==> config.mk <==
export PLATFORM = sky130hd
export DESIGN_NAME = aes_block_sequencer
export DESIGN_NICKNAME = d
export VERILOG_FILES = /design/src/rtl/aes_seq_pkg.sv /design/src/rtl/aes_seq_out_buf.sv /design/src/rtl/aes_block_sequencer.sv
export SDC_FILE = /design/constraint.sdc
export NUM_CORES = 1
export LEC_CHECK = 0
export CAP_MARGIN = 5
export CELL_PAD_IN_SITES_DETAIL_PLACEMENT = 2
export CELL_PAD_IN_SITES_GLOBAL_PLACEMENT = 2
export CORE_AREA = 2 2 516 518
export CTS_BUF_LIST = sky130_fd_sc_hd__clkbuf_8
export DETAILED_ROUTE_END_ITERATION = 6
export DIE_AREA = 0 0 518 520
export PLACE_DENSITY_LB_ADDON = 0.1
export SYNTH_ARGS = -nofsm -noshare
export SYNTH_HDL_FRONTEND = slang
export SYNTH_SLANG_ARGS = --single-unit
==> constraint.sdc <==
create_clock -name clk -period 3.15 [get_ports clk]
set_input_delay 0.63 -clock clk [delete_from_list [all_inputs] [get_ports clk]]
set_output_delay 0.63 -clock clk [all_outputs]
set_load 0.005 [all_outputs]
==> src/rtl/aes_seq_pkg.sv <==
// Shared types and constants for the aes_core block sequencer.
package aes_seq_pkg;

  localparam int unsigned AES_BLK_W = 128;
  localparam int unsigned AES_KEY_W = 256;

  localparam logic ECB = 1'b0;
  localparam logic CBC = 1'b1;

  typedef enum logic [2:0] {
    IDLE,
    KINIT,
    KWAIT,
    LOAD,
    NEXT,
    BWAIT,
    OUT
  } seq_state_e;

  // Encrypt chains on the ciphertext just produced, decrypt on the ciphertext just consumed.
  function automatic logic [AES_BLK_W-1:0] chain_iv(
    input logic                 ecb_cbc,
    input logic                 encdec,
    input logic [AES_BLK_W-1:0] result,
    input logic [AES_BLK_W-1:0] block
  );
    if (ecb_cbc != CBC) return '0;
    return encdec ? result : block;
  endfunction

endpackage

==> src/rtl/aes_seq_out_buf.sv <==
// One-entry valid/ready output register for sequencer result blocks.
module aes_seq_out_buf
  import aes_seq_pkg::*;
(
  input  logic                 clk,
  input  logic                 reset_n,
  input  logic                 load,
  input  logic [AES_BLK_W-1:0] load_data,
  input  logic                 load_last,
  output logic                 m_valid,
  input  logic                 m_ready,
  output logic [AES_BLK_W-1:0] m_data,
  output logic                 m_last
);

  always_ff @(posedge clk or negedge reset_n) begin
    if (!reset_n) begin
      m_valid <= 1'b0;
      m_data  <= '0;
      m_last  <= 1'b0;
    end else if (load) begin
      m_valid <= 1'b1;
      m_data  <= load_data;
      m_last  <= load_last;
    end else if (m_valid && m_ready) begin
      m_valid <= 1'b0;
      m_last  <= 1'b0;
    end
  end

endmodule

==> src/rtl/aes_block_sequencer.sv <==
// Drives aes_core through a job of N blocks with CBC chaining; optional key reuse
// across jobs under AES_SEQ_KEY_CACHE_EN.
module aes_block_sequencer
  import aes_seq_pkg::*;
#(
  parameter int unsigned NB_W = 16
) (
  input  logic                 clk,
  input  logic                 reset_n,
  input  logic                 start,
  input  logic                 cfg_encdec,
  input  logic                 cfg_ecb_cbc,
  input  logic                 cfg_keylen,
  input  logic [AES_KEY_W-1:0] cfg_key,
  input  logic [AES_BLK_W-1:0] cfg_iv,
  input  logic [NB_W-1:0]      cfg_nblk,
  input  logic                 s_valid,
  output logic                 s_ready,
  input  logic [AES_BLK_W-1:0] s_data,
  output logic                 m_valid,
  input  logic                 m_ready,
  output logic [AES_BLK_W-1:0] m_data,
  output logic                 m_last,
  output logic                 busy,
  output logic                 done,
  output logic                 core_init,
  output logic                 core_next,
  output logic                 core_encdec,
  output logic                 core_ecb_cbc,
  output logic                 core_keylen,
  output logic [AES_KEY_W-1:0] core_key,
  output logic [AES_BLK_W-1:0] core_iv,
  output logic [AES_BLK_W-1:0] core_block,
  input  logic                 core_ready,
  input  logic [AES_BLK_W-1:0] core_result,
  input  logic                 core_result_valid
);

  localparam logic [NB_W-1:0] ONE = NB_W'(1);

  seq_state_e      state, state_nxt;
  logic [NB_W-1:0] remaining;
  logic            job_start, zero_start, blk_done, out_hs, last_blk, cache_hit;

  assign job_start  = (state == IDLE) && start && (cfg_nblk != '0);
  assign zero_start = (state == IDLE) && start && (cfg_nblk == '0);
  assign blk_done   = (state == BWAIT) && core_ready && core_result_valid;
  assign out_hs     = (state == OUT) && m_valid && m_ready;
  assign last_blk   = (remaining == ONE);

  assign s_ready = (state == LOAD);
  assign busy    = (state != IDLE);

`ifdef AES_SEQ_KEY_CACHE_EN
  // core_key/core_keylen double as the cached key: they only change at job start,
  // and a miss at that same edge invalidates the entry until KWAIT completes.
  logic cache_valid;

  assign cache_hit = cache_valid && (cfg_key == core_key) && (cfg_keylen == core_keylen);

  always_ff @(posedge clk or negedge reset_n) begin
    if (!reset_n) begin
      cache_valid <= 1'b0;
    end else if (state_nxt == KINIT) begin
      cache_valid <= 1'b0;
    end else if ((state == KWAIT) && core_ready) begin
      cache_valid <= 1'b1;
    end
  end
`else
  assign cache_hit = 1'b0;
`endif

  always_comb begin
    state_nxt = state;
    case (state)
      IDLE:    if (job_start) state_nxt = cache_hit ? LOAD : KINIT;
      KINIT:   state_nxt = KWAIT;
      KWAIT:   if (core_ready) state_nxt = LOAD;
      LOAD:    if (s_valid) state_nxt = NEXT;
      NEXT:    state_nxt = BWAIT;
      BWAIT:   if (core_ready && core_result_valid) state_nxt = OUT;
      OUT:     if (m_valid && m_ready) state_nxt = last_blk ? IDLE : LOAD;
      default: state_nxt = IDLE;
    endcase
  end

  always_ff @(posedge clk or negedge reset_n) begin
    if (!reset_n) begin
      state        <= IDLE;
      remaining    <= '0;
      done         <= 1'b0;
      core_init    <= 1'b0;
      core_next    <= 1'b0;
      core_encdec  <= 1'b0;
      core_ecb_cbc <= 1'b0;
      core_keylen  <= 1'b0;
      core_key     <= '0;
      core_iv      <= '0;
      core_block   <= '0;
    end else begin
      state     <= state_nxt;
      // Pulses are registered from the next state so they line up with KINIT/NEXT.
      core_init <= (state_nxt == KINIT);
      core_next <= (state_nxt == NEXT);
      done      <= zero_start || (out_hs && last_blk);

      if (job_start) begin
        core_encdec  <= cfg_encdec;
        core_ecb_cbc <= cfg_ecb_cbc;
        core_keylen  <= cfg_keylen;
        core_key     <= cfg_key;
        core_iv      <= (cfg_ecb_cbc == CBC) ? cfg_iv : '0;
        remaining    <= cfg_nblk;
      end

      if ((state == LOAD) && s_valid) begin
        core_block <= s_data;
      end

      if (blk_done) begin
        core_iv <= chain_iv(core_ecb_cbc, core_encdec, core_result, core_block);
      end

      if (out_hs) begin
        remaining <= remaining - ONE;
      end
    end
  end

  aes_seq_out_buf u_out_buf (
    .clk       (clk),
    .reset_n   (reset_n),
    .load      (blk_done),
    .load_data (core_result),
    .load_last (last_blk),
    .m_valid   (m_valid),
    .m_ready   (m_ready),
    .m_data    (m_data),
    .m_last    (m_last)
  );

endmodule

# Yosys cells after proc, flatten, opt, wreduce, memory -nomap -nowiden
# Index checks and enable logic that the tools add are counted.
[op_classes]
addsub = 1
n_eq_ne = 9
mux = 20
reduce_logical = 19
[op_table]
columns = ["cell", "n"]
rows = [
  ["two-way mux 128 bit", 6],
  ["two-way mux 16 bit", 2],
  ["one-hot mux 3 bit (7 select lines)", 1],
  ["== test 16 x 1 -> 1 bit, second input constant", 1],
  ["logical NOT 16 bit", 1],
  ["nonzero test 16 bit", 1],
  ["subtractor 16 x 1 -> 16 bit, second input constant", 1],
  ["two-way mux 3 bit", 5],
  ["== test 3 bit, second input constant", 4],
  ["logical AND 1 bit", 11],
  ["== test 3 x 1 -> 1 bit, second input constant", 2],
  ["== test 3 x 2 -> 1 bit, second input constant", 2],
  ["nonzero test 2 bit", 3],
  ["two-way mux 1 bit", 5],
  ["logical NOT 3 bit", 1],
  ["nonzero test 3 bit", 1],
  ["two-way mux 2 bit", 1],
  ["logical OR 1 bit", 1],
]
[totals]
reg_bits = 667
in_bits = 666
output_inout_bits = 650
elab_cells = 63

# Depth between registers and ports, before layout
[logic_depth]
ltp_word = 6
mapped_depth = 9
mapped_depth_nobuf = 6

# Modules after synthesis
# From an unflattened synthesis, not the netlist that was laid out.
[unflattened]
hier_cells = 1993
area_unflattened_um2 = 28287.1
[by_module_without_submodules]
columns = ["module", "n_inst", "cells_per_inst", "area_each_um2", "seq_area_each_um2"]
rows = [
  ["aes_block_sequencer", 1, 1715, 23088.4, 13437.9],
  ["aes_seq_out_buf", 1, 278, 5198.7, 3253.1],
]

# Worst setup path before layout
# No wires, ideal clock.
[synth_path]
kind = "flip-flop to flip-flop"
start = "register remaining[10]"
end = "register state[1]"
setup_time_ps = 124
t_arrival_ps = 2218
t_required_ps = 3026
slack_ps = 808
stages_incl_launch_ff = 6
path_buffers = 1
synth_period_minus_slack_ps = 2342
cell_sequence = "dfrtp_1 -> or4_4 -> or4_1 -> buf_2 -> or4b_1 -> a211o_1"
[synth_via]
elab_chain_len = 4
[synth_lines]
columns = ["element", "line_no", "source"]
rows = [
  ["start: declaration", "aes_block_sequencer.sv:42", "logic [NB_W-1:0] remaining;"],
  ["start signal: assignment", "aes_block_sequencer.sv:114", "remaining <= cfg_nblk;"],
  ["start signal: assignment", "aes_block_sequencer.sv:126", "remaining <= remaining - ONE;"],
  ["== test 16 x 1 -> 1 bit", "aes_block_sequencer.sv:49", "assign last_blk = (remaining == ONE);"],
  ["two-way mux 2 bit", "aes_block_sequencer.sv:83", "OUT: if (m_valid && m_ready) state_nxt = last_blk ? IDLE : LOAD;"],
  ["two-way mux 3 bit", "aes_block_sequencer.sv:83", ""],
  ["one-hot mux 3 bit (7 select lines)", "aes_block_sequencer.sv:76", "case (state)"],
  ["via state_nxt[1]", "aes_block_sequencer.sv:41", "seq_state_e state, state_nxt;"],
  ["end signal: assignment", "aes_block_sequencer.sv:102", "state <= state_nxt;"],
  ["end: declaration", "aes_block_sequencer.sv:41", ""],
]
# The timed path passes the listed nets, and every way through them passes these cells.
# A chain may end at the register's enable or synchronous reset.

# Worst setup path after layout
[layout_path]
start = "register core_encdec"
end = "output core_encdec"
[layout_lines]
columns = ["element", "line_no", "source"]
rows = [
  ["start: declaration", "aes_block_sequencer.sv:28", "output logic core_encdec,"],
  ["start signal: assignment", "aes_block_sequencer.sv:109", "core_encdec <= cfg_encdec;"],
]
# No word-level cell between the ends.

==> flow_metrics.tcl <==
set metrics [dict create \
    whs_ns 0.184 \
    rsz0062_at_grt "false" \
    r2r_cells 4 \
    max_freq_mhz 349 \
    vias_per_cell 3.50 \
    n_fill_cell 30000 \
    dieArea_mm2 0.269 \
    cts_buffers 158 \
    grt_pass1_wl_mm 290 \
    clkLatencyLatePin_ns 0.94 \
    post-place-ws_ns 0.0173 \
    io_pins 1316 \
    yosys_register_bits 667 \
    core_area_mm2 0.264 \
    cp_slowest_cell "dfrtp_4" \
    max_slew_margin_pct 51.1 \
    finalWirelength_mm 215 \
    rows 189 \
    drtPass1Iterations 5 \
    yosysWarningCount 0 \
    fin_ws_ns 0.283 \
    worstPathRequired_ns 2.52 \
    cts_tree "built" \
    synth_fp_nets 3449 \
    die_w_um 518 \
    critical_path.max_stage_delay_ns 0.68 \
    layoutNonFillerInstCount 7866 \
    layout_min_cycle_time_ns 2.87 \
    track_usage_pct 15.7 \
    final_antenna_net_count 0 \
    hp-class "primary input to flop" \
    critical_path.top_delay_family "flip-flops" \
    final_hold_viol_count 0 \
    syn_area_per_cell_um2 9.91 \
    clk_path_buf_depth 3 \
    die-height_um 520 \
    grt_pass1_vias 30700 \
    crit_path_start_kind "flop" \
    fin_crit_sh_pct 91.0 \
    ir_drop_mv 0.389 \
    design_area_mm2 0.0492 \
    arrival_ns 2.24 \
    pwr_density_cell_mw_per_mm2 968 \
    start_util_pct 10.4 \
    crit_cells 1 \
    crit_type "flop to primary output" \
    post_drt_wl_per_cell_um 27.4 \
    cts-root-buf "clkbuf_8" \
    tightest_slew_ns 0.713 \
    drtIter0Drc 1086 \
    crit_buf_inv 1 \
    synth_area_mm2 0.0276 \
    cts_sinks 667 \
    hpwl_mm 169 \
    finalWeightedCongestion 0.762 \
    multi_input_area_mm2 0.0101 \
    slew_violations 0 \
    synth_edf_count 0 \
    seqCellArea_mm2 0.0167 \
    drive_gt1_share_pct 11.5 \
    status "completed" \
    vias 27600 \
    cts.clk_slew.worst_paths_ns 0.05 \
    grt.overflow.total 0 \
    placed_area_mm2 0.0461 \
    whs_path_depth 3 \
    synthCells 2781 \
    crit_path_max_fanout 12 \
    clock_skew_ns 0.0624 \
    fin_setup_tns_ns 0 \
    ys.flop_type "dfrtp_1" \
    grt_antenna_before_repair 142 \
    portBuffers 1315 \
    synthToLayoutAreaGrowth_pct 78.6 \
    finalSetupViolations 0 \
    postSynth.asyncResetShare_pct 100 \
    cap_violations 0 \
    ys_types 49 \
    yosysSeqAreaShare_pct 60.6 \
    htreeDepth 4 \
    placed_cells 7573 \
    p_leak_nw 21.3 \
    drcViolationCount 0 \
    worstPathCellList "clkdlybuf4s50_1" \
    num-nets-final 4869 \
    grt_max_degree 76 \
    worst_setup_path_end_kind "primary output" \
]
-- where the power goes --
part	switching, mW	internal, mW	total, mW
combinational	9.92	11.1	21.0
clock	5.05	5.59	10.6
sequential	3.29	12.7	16.0
total	18.3	29.4	47.6
-- registers in the layout, indices dropped and copies added (netlist names), 3 cells and up --
register          flops
core_block          128
core_iv             128
core_key            256
remaining            16
state                 3
u_out_buf.m_data    128
-- cell usage in the layout (no fill, tap or decap), drive strengths merged, types with 3 or more instances in the layout --
cell type,instances
mux2,128
nand2,1180
clkdlybuf4s50,1311
inv,71
nor4,5
o21ai,7
a21oi,3
nor3,5
clkinv,6
o211ai,135
nand4,3
nand3,265
dfrtp,667
diode,28
clkbuf,192
mux2i,128
o311ai,6
or4,5
or4b,3
or3,6
nor2,9
buf,139
-- routing by layer --
| metal | GRT usage (%) | vias to the layer above | part of all wire (%) |
|---|---|---|---|
| met2 | 26.8 | 1168 | 49 |
| met3 | 7.87 | 405 | 11 |
| met4 | 3.40 | 98 | 1.9 |
| met5 | 0 | - | 0.30 |
| met1 | 17.3 | 13800 | 38 |
| li1 | - | 12100 | - |
-- cell type report --
cell class	instances	area share [%]
Antenna cell	28	0.142
Timing Repair Buffer	1453	30.2
Multi-Input combinational cell	1914	20.5
Clock buffer	192	5.37
Tap cell	3533	8.98
Sequential cell	667	33.9
Clock inverter	72	0.885
Inverter	7	0.0686
-- cell usage after synthesis, types with 2 or more instances --
master,count,share of area [%]
o311ai_0,6,0.19
nand3_1,265,4.8
buf_2,46,0.84
o21ai_0,7,0.13
mux2i_1,128,4.6
inv_1,6,0.082
or4_2,2,0.064
buf_1,15,0.20
nor4_1,5,0.11
nor3_1,5,0.091
o211ai_1,135,3.7
mux2_2,128,5.2
dfrtp_1,667,61
nor2b_1,2,0.045
nand4_1,3,0.068
nor2_1,9,0.12
a211o_1,2,0.064
a31oi_1,2,0.045
clkbuf_1,128,1.7
or4b_2,2,0.073
or3_1,3,0.068
ha_1,2,0.091
a21oi_1,3,0.054
or4_1,2,0.054
nand2_1,1180,16
nor4bb_1,2,0.073
o22ai_1,2,0.045
or3_2,3,0.082
-- timing repair --
action / 4_1_cts / 5_1_grt
endpoints found under the setup margin: 2 / 0
resized for setup: 2 / 0
setup buffers: 0 / 0
endpoints found under the hold margin: 13 / 0
hold buffers: 1 / 0
-- cell families (layout without fill, tap and decap cells) --
group,count (synthesis),in the layout,synth area share [%]
fa+ha+maj,2,2,0.0908
mux,256,256,9.88
compound gates,163,163,4.40
flops,667,667,60.6
buf+inv,200,1724,3.01
simple gates,1492,1492,22.0
other cells,0,28,0
xor+xnor,1,1,0.0318
-- worst paths after layout --
kind | start | end | slack (ns)
min in group asynchronous | reset_n | core_block[12] | 0.32
max in group asynchronous | reset_n | core_block[85] | 1.78
hold / removal | cfg_ecb_cbc | core_iv[93] | 0.18
setup / recovery | core_encdec | core_encdec | 0.28
hold reg to reg | core_key[175] | core_key[175] | 0.47
setup reg to reg | remaining[10] | done | 0.55
-- per-stage QoR --
| step | power, mW | util, % |
|---|---|---|
| 2_1_floorplan | 21.6 | - |
| 3_3_place_gp | 37.9 | 17.5 |
| 3_5_place_dp | 37.9 | 17.5 |
| 4_1_cts | 49.3 | 18.6 |
| 5_1_grt | 51.3 | 18.6 |
| 6_report | 47.6 | 18.7 |
Note: power is estimated with default switching activity, not from simulation.
